`config.mk`:
```
export PLATFORM = sky130hd
export DESIGN_NAME = fifo_thresh_flat
export DESIGN_NICKNAME = d
export VERILOG_FILES = /design/src/rtl/fifo_pkg.sv /design/src/rtl/fifo_thresh_if.sv /design/src/rtl/fifo_ram.sv /design/src/rtl/fifo_thresh.sv /design/src/flat_wrapper.sv
export SDC_FILE = /design/constraint.sdc
export NUM_CORES = 1
export LEC_CHECK = 0
export BUFFER_PORTS_ARGS = -buffer_cell sky130_fd_sc_hd__buf_2
export CAP_MARGIN = 25
export CORE_AREA = 2 2 78 80
export CTS_CLUSTER_SIZE = 14
export DETAILED_ROUTE_END_ITERATION = 16
export DIE_AREA = 0 0 80 82
export GPL_TIMING_DRIVEN = 0
export HOLD_SLACK_MARGIN = 0.15
export PLACE_DENSITY = 0.73
export SYNTH_ARGS = -nofsm -noshare
export SYNTH_HDL_FRONTEND = slang
export SYNTH_HIERARCHICAL = 1
export SYNTH_SLANG_ARGS = --single-unit
```
`constraint.sdc`:
```
create_clock -name clk -period 2.25 [get_ports clk]
set_clock_uncertainty 0.15 [all_clocks]
set_input_delay 0.1125 -clock clk [delete_from_list [all_inputs] [get_ports clk]]
set_output_delay 0.1125 -clock clk [all_outputs]
set_load 0.01 [all_outputs]
```
`src/rtl/fifo_pkg.sv`:
```
// rtl/fifo_pkg.sv - shared width helper and status bundle for fifo_thresh
package fifo_pkg;

  function automatic int cnt_width(input int depth);
    return $clog2(depth + 1);
  endfunction

  typedef struct packed {
    logic full;
    logic empty;
    logic afull;
    logic aempty;
    logic overflow;
    logic underflow;
  } fifo_status_t;

endpackage

```
`src/rtl/fifo_thresh_if.sv`:
```
// rtl/fifo_thresh_if.sv - producer/consumer port bundle for fifo_thresh
interface fifo_thresh_if #(
  parameter int DATAW = 8,
  parameter int CNTW  = 3
);
  logic [DATAW-1:0] i_wr_data;
  logic             i_wr_en;
  logic             i_rd_en;
  logic             i_err_clr;
  logic [DATAW-1:0] o_rd_data;
  logic             o_rd_valid;
  logic             o_wr_full;
  logic             o_rd_empty;
  logic             o_afull;
  logic             o_aempty;
  logic [CNTW-1:0]  o_count;
  logic             o_overflow;
  logic             o_underflow;

  modport master (
    output i_wr_data, i_wr_en, i_rd_en, i_err_clr,
    input  o_rd_data, o_rd_valid, o_wr_full, o_rd_empty, o_afull, o_aempty,
           o_count, o_overflow, o_underflow
  );

  modport slave (
    input  i_wr_data, i_wr_en, i_rd_en, i_err_clr,
    output o_rd_data, o_rd_valid, o_wr_full, o_rd_empty, o_afull, o_aempty,
           o_count, o_overflow, o_underflow
  );
endinterface

```
`src/rtl/fifo_ram.sv`:
```
// rtl/fifo_ram.sv - DEPTH x DATAW storage, synchronous write, combinational read
module fifo_ram #(
  parameter int DATAW = 8,
  parameter int DEPTH = 6,
  parameter int ADDRW = 3
) (
  input  logic             clk,
  input  logic             we,
  input  logic [ADDRW-1:0] waddr,
  input  logic [DATAW-1:0] wdata,
  input  logic [ADDRW-1:0] raddr,
  output logic [DATAW-1:0] rdata
);
  logic [DATAW-1:0] mem [DEPTH];

  always_ff @(posedge clk) begin
    if (we) begin
      mem[waddr] <= wdata;
    end
  end

  assign rdata = mem[raddr];
endmodule

```
`src/rtl/fifo_thresh.sv`:
```
// rtl/fifo_thresh.sv - any-depth FIFO with count, thresholds and sticky errors
// Define FIFO_FWFT_EN for first-word-fall-through reads; default is registered read.
module fifo_thresh
  import fifo_pkg::*;
#(
  parameter int DATAW      = 8,
  parameter int DEPTH      = 6,
  parameter int AFULL_THR  = DEPTH - 1,
  parameter int AEMPTY_THR = 1
) (
  input logic        clk,
  input logic        rst_n,
  fifo_thresh_if.slave bus
);
  localparam int CNTW  = cnt_width(DEPTH);
  localparam int ADDRW = $clog2(DEPTH);

  logic [ADDRW-1:0] wr_ptr, rd_ptr;
  logic [CNTW-1:0]  count, count_next;
  logic             empty, full;
  logic             rd_acc, wr_acc;
  logic             ovf, unf;
  logic [DATAW-1:0] ram_rdata;

  // Pointers wrap explicitly so non-power-of-two depths work.
  function automatic logic [ADDRW-1:0] ptr_inc(input logic [ADDRW-1:0] p);
    return (p == ADDRW'(DEPTH - 1)) ? '0 : p + ADDRW'(1);
  endfunction

  assign empty  = (count == '0);
  assign full   = (count == CNTW'(DEPTH));
  assign rd_acc = bus.i_rd_en && !empty;
  assign wr_acc = bus.i_wr_en && (!full || rd_acc);

  always_comb begin
    count_next = count;
    case ({wr_acc, rd_acc})
      2'b10:   count_next = count + CNTW'(1);
      2'b01:   count_next = count - CNTW'(1);
      default: count_next = count;
    endcase
  end

  fifo_ram #(.DATAW(DATAW), .DEPTH(DEPTH), .ADDRW(ADDRW)) u_ram (
    .clk   (clk),
    .we    (wr_acc),
    .waddr (wr_ptr),
    .wdata (bus.i_wr_data),
    .raddr (rd_ptr),
    .rdata (ram_rdata)
  );

  always_ff @(posedge clk or negedge rst_n) begin
    if (!rst_n) begin
      wr_ptr <= '0;
      rd_ptr <= '0;
      count  <= '0;
    end else begin
      if (wr_acc) wr_ptr <= ptr_inc(wr_ptr);
      if (rd_acc) rd_ptr <= ptr_inc(rd_ptr);
      count <= count_next;
    end
  end

  // A new error in the same cycle as the clear wins.
  always_ff @(posedge clk or negedge rst_n) begin
    if (!rst_n) begin
      ovf <= 1'b0;
      unf <= 1'b0;
    end else begin
      if (bus.i_wr_en && !wr_acc) ovf <= 1'b1;
      else if (bus.i_err_clr)     ovf <= 1'b0;
      if (bus.i_rd_en && empty)   unf <= 1'b1;
      else if (bus.i_err_clr)     unf <= 1'b0;
    end
  end

`ifdef FIFO_FWFT_EN
  assign bus.o_rd_data  = empty ? '0 : ram_rdata;
  assign bus.o_rd_valid = !empty;
`else
  logic [DATAW-1:0] rd_data_q;
  logic             rd_valid_q;

  always_ff @(posedge clk or negedge rst_n) begin
    if (!rst_n) begin
      rd_data_q  <= '0;
      rd_valid_q <= 1'b0;
    end else begin
      rd_valid_q <= rd_acc;
      if (rd_acc) rd_data_q <= ram_rdata;
    end
  end

  assign bus.o_rd_data  = rd_data_q;
  assign bus.o_rd_valid = rd_valid_q;
`endif

  assign bus.o_count     = count;
  assign bus.o_wr_full   = full;
  assign bus.o_rd_empty  = empty;
  assign bus.o_afull     = (count >= CNTW'(AFULL_THR));
  assign bus.o_aempty    = (count <= CNTW'(AEMPTY_THR));
  assign bus.o_overflow  = ovf;
  assign bus.o_underflow = unf;
endmodule

```
`src/flat_wrapper.sv`:
```
// flat-port wrapper written by rule: the top's interface ports become plain ports
module fifo_thresh_flat import fifo_pkg::*;
#(
  parameter int DATAW      = 8,
  parameter int DEPTH      = 6,
  parameter int AFULL_THR  = DEPTH - 1,
  parameter int AEMPTY_THR = 1
)
  (clk, rst_n, bus_i_wr_data, bus_i_wr_en, bus_i_rd_en, bus_i_err_clr, bus_o_rd_data, bus_o_rd_valid, bus_o_wr_full, bus_o_rd_empty, bus_o_afull, bus_o_aempty, bus_o_count, bus_o_overflow, bus_o_underflow);
  fifo_thresh_if #(.DATAW(DATAW), .CNTW(3)) bus_i ();
  input logic clk;
  input logic rst_n;
  input wire logic [$bits(bus_i.i_wr_data)-1:0] bus_i_wr_data;
  input wire logic [$bits(bus_i.i_wr_en)-1:0] bus_i_wr_en;
  input wire logic [$bits(bus_i.i_rd_en)-1:0] bus_i_rd_en;
  input wire logic [$bits(bus_i.i_err_clr)-1:0] bus_i_err_clr;
  output wire logic [$bits(bus_i.o_rd_data)-1:0] bus_o_rd_data;
  output wire logic [$bits(bus_i.o_rd_valid)-1:0] bus_o_rd_valid;
  output wire logic [$bits(bus_i.o_wr_full)-1:0] bus_o_wr_full;
  output wire logic [$bits(bus_i.o_rd_empty)-1:0] bus_o_rd_empty;
  output wire logic [$bits(bus_i.o_afull)-1:0] bus_o_afull;
  output wire logic [$bits(bus_i.o_aempty)-1:0] bus_o_aempty;
  output wire logic [$bits(bus_i.o_count)-1:0] bus_o_count;
  output wire logic [$bits(bus_i.o_overflow)-1:0] bus_o_overflow;
  output wire logic [$bits(bus_i.o_underflow)-1:0] bus_o_underflow;
  assign bus_i.i_wr_data = bus_i_wr_data;
  assign bus_i.i_wr_en = bus_i_wr_en;
  assign bus_i.i_rd_en = bus_i_rd_en;
  assign bus_i.i_err_clr = bus_i_err_clr;
  assign bus_o_rd_data = bus_i.o_rd_data;
  assign bus_o_rd_valid = bus_i.o_rd_valid;
  assign bus_o_wr_full = bus_i.o_wr_full;
  assign bus_o_rd_empty = bus_i.o_rd_empty;
  assign bus_o_afull = bus_i.o_afull;
  assign bus_o_aempty = bus_i.o_aempty;
  assign bus_o_count = bus_i.o_count;
  assign bus_o_overflow = bus_i.o_overflow;
  assign bus_o_underflow = bus_i.o_underflow;
  fifo_thresh #(.DATAW(DATAW), .DEPTH(DEPTH), .AFULL_THR(AFULL_THR), .AEMPTY_THR(AEMPTY_THR)) u_core (.clk(clk), .rst_n(rst_n), .bus(bus_i));
endmodule
```
==> qor.yml <==
dr.pass1.iters: 4
end_kind: "flop"
min_path_type: "flop to flop"
run_status: "complete, no violations"
syn_area_per_cell_sq_um: 16.0
antennaDiodeCount: 0
rsz0062_at_grt: "no"
fill_cells: 430
globalRouteOverflowTotal: 0
start_kind: "flop"
fp.dieW_microns: 80
synth_area_sq_mm: 0.00286
seq_area_frac_synth_pct: 67.9
ys_types: 30
cts_max_path_buffers: 2
synthXorXnorAreaFrac_pct: 1.22
vias_per_cell: 5.02
io_buffers: 30
ys_ff_latch: 68
chipHeight_microns: 82
syn_inst: 179
crit_fanout: 8
period_needed_ns: 2.13
power.density_mw_per_mm2: 1320
grt_pass1_wl_mm: 8.12
cts_tree: "yes"
cts_sinks: 68
root_buffer: "clkbuf_8"
cts_buffers: 9
hold_violations: 0
tightest_slew_ns: 0.925
synth_fp_nets: 198
grt_pass1_vias: 1657
antenna_left: 0
p_leak_uw: 0.00148
gp_congestion: 0.732
synth-compound-area-share_pct: 6.78
drv_slew: 0
core_region_area_sq_mm: 0.00575
io_pins: 31
peakVddDrop_v: 0.000727
cp.required_ns: 2.10
worst_ep_arrival_time_ns: 1.99
drt_iter0_drc: 80
maxCapViolCount: 0
synth_warnings: 6
antenna_found_initial: 0
final_common_cell: "edfxtp_1"
synth-adder-area-share_pct: 2.62
start_util_pct: 49.8
htree_levels: 3
wl_mm: 5.21
vias: 1601
period_share_pct: 94.8
synth_top_family_by_area: "multiplexers"
layout_common_cells: "edfxtp_1 (48), buf_2 (30), mux2i_1 (24), dfrtp_1 (19), dlygate4sd3_1 (14)"
dp_hpwl_mm: 3.15
worst-setup-path-type: "flop to flop"
row_count: 28
synth_mux_area_share_pct: 13.4
grt_usage_pct: 17.5
drive_above_1_share_pct: 36.1
slew_headroom_pct: 38.1
avgRoutedWirePerCell_microns: 16.3
final_util_pct: 63.1
grt_max_degree: 21
area_growth_pct: 26.8
synthSimpleGateAreaFrac_pct: 4.94
clk_pin_slew_worst_paths_ns: 0.08
finalSetupViolCount: 0
fmax_mhz: 469
clk_latency_ns: 0.33
setup_tns_ns: 0
final_nets: 258
drc: 0
fp.dieArea_sq_mm: 0.00656
-- Yosys cell counts (all sizes together) --
cell type | number | area share [%]
nand3 | 1 | 0.17
nor2 | 11 | 1.4
a32o | 1 | 0.35
xnor2 | 4 | 1.2
a22o | 9 | 2.8
mux2 | 10 | 5.0
dfrtp | 20 | 17
nor2b | 3 | 0.66
a21oi | 10 | 2.4
clkbuf | 1 | 0.13
edfxtp | 48 | 50
buf | 5 | 2.1
a21o | 1 | 0.26
mux2i | 24 | 8.4
nand2b | 4 | 1.1
o21ai | 5 | 1.0
nand2 | 5 | 0.74
nand3b | 1 | 0.26
inv | 7 | 0.92
ha | 6 | 2.6
nor3 | 3 | 0.52
-- layer usage --
layer	track usage, %	share of wire, %	up-vias
met4	9.32	1.9	0
met1	21.4	45	763
li1	-	-	789
met5	0	0	-
met3	4.07	3.7	13
met2	28.8	50	36
-- path summary, 6_finish.rpt --
check,start,slack (ns),end,cells after the start
worst max register to register,u_core/bus.o_count[0]$_DFFE_PN0P_,0.12,u_core/u_ram/mem[2][4]$_DFFE_PP_,9
min in group asynchronous,rst_n,0.83,u_core/rd_ptr[0]$_DFFE_PN0P_,3
worst min-delay path,u_core/bus.o_rd_data[6]$_DFFE_PN0P_,0.36,u_core/bus.o_rd_data[6]$_DFFE_PN0P_,1
worst max-delay path,u_core/bus.o_count[0]$_DFFE_PN0P_,0.12,u_core/u_ram/mem[2][4]$_DFFE_PP_,9
max in group asynchronous,rst_n,0.49,u_core/bus.o_count[1]$_DFFE_PN0P_,3
worst min register to register,u_core/bus.o_rd_data[6]$_DFFE_PN0P_,0.36,u_core/bus.o_rd_data[6]$_DFFE_PN0P_,1
-- sequential cells by signal, indices dropped and copies added, names as in the netlist --
name,flops
u_core/bus.o_rd_valid,1
u_core/bus.o_underflow,1
u_core/bus.o_count,3
u_core/bus.o_overflow,1
u_core/u_ram/mem,48
u_core/bus.o_rd_data,8
u_core/wr_ptr,3
u_core/rd_ptr,3
-- critical path: stages, from the launching register on --
cell      delay [ns]
dfrtp_1         0.36
inv_1           0.06
ha_1            0.19
ha_2            0.19
nand2b_4        0.17
inv_2           0.07
o21ai_2         0.10
inv_2           0.12
nand2b_4        0.09
nor2_4          0.29
-- layout make-up --
cell class,instances,area [sq um],share of cell area [%]
Buffer,6,65.1,1.79
Clock buffer,9,124,3.41
Clock inverter,7,98.8,2.73
Inverter,7,26.3,0.724
Multi-Input combinational cell,98,911,25.1
Sequential cell,68,1940,53.6
Tap cell,75,93.8,2.59
Timing Repair Buffer,49,365,10.1
-- stage by stage --
stage	cells	total power [uW]	worst slack [ns]	instance area, sq um	hold WS, ns
after global placement	284	3470	-0.412	3120	-0.0502
final	319	4790	0.116	3630	0.358
after CTS	318	4780	0.0291	3580	0.363
after global routing	319	5060	0.0111	3630	0.378
after floorplan	179	3070	-0.0834	2880	-0.333
after detailed placement	284	3510	-0.449	3120	-0.0558
-- report_power, final --
| group | internal, uW | total (uW) | switching [uW] | leakage (uW) |
|---|---|---|---|---|
| clock | 629 | 1100 | 469 | 0.000110 |
| combinational | 936 | 1830 | 897 | 0.000698 |
| sequential | 1660 | 1860 | 193 | 0.000675 |
-- logic make-up (layout without fill, tap and decap cells) --
logic type	count (synthesis)	after routing
flip-flops	68	68
multiplexers	34	34
AND/OR/NAND/NOR	28	28
AO/OA/AOI/OAI	26	26
buffers and inverters	13	78
adder cells (fa/ha/maj)	6	6
XOR/XNOR	4	4
-- timing repair --
item / CTS / global route
hold buffers: 14 / 0
resized for setup: 11 / 5
cloned: 0 / 0
hold endpoints to repair: 77 / 0
endpoints found under the setup margin: 48 / 49
pin swaps: 2 / 5
buffers inserted: 4 / 1
Note: power is estimated with default switching activity, not from simulation.
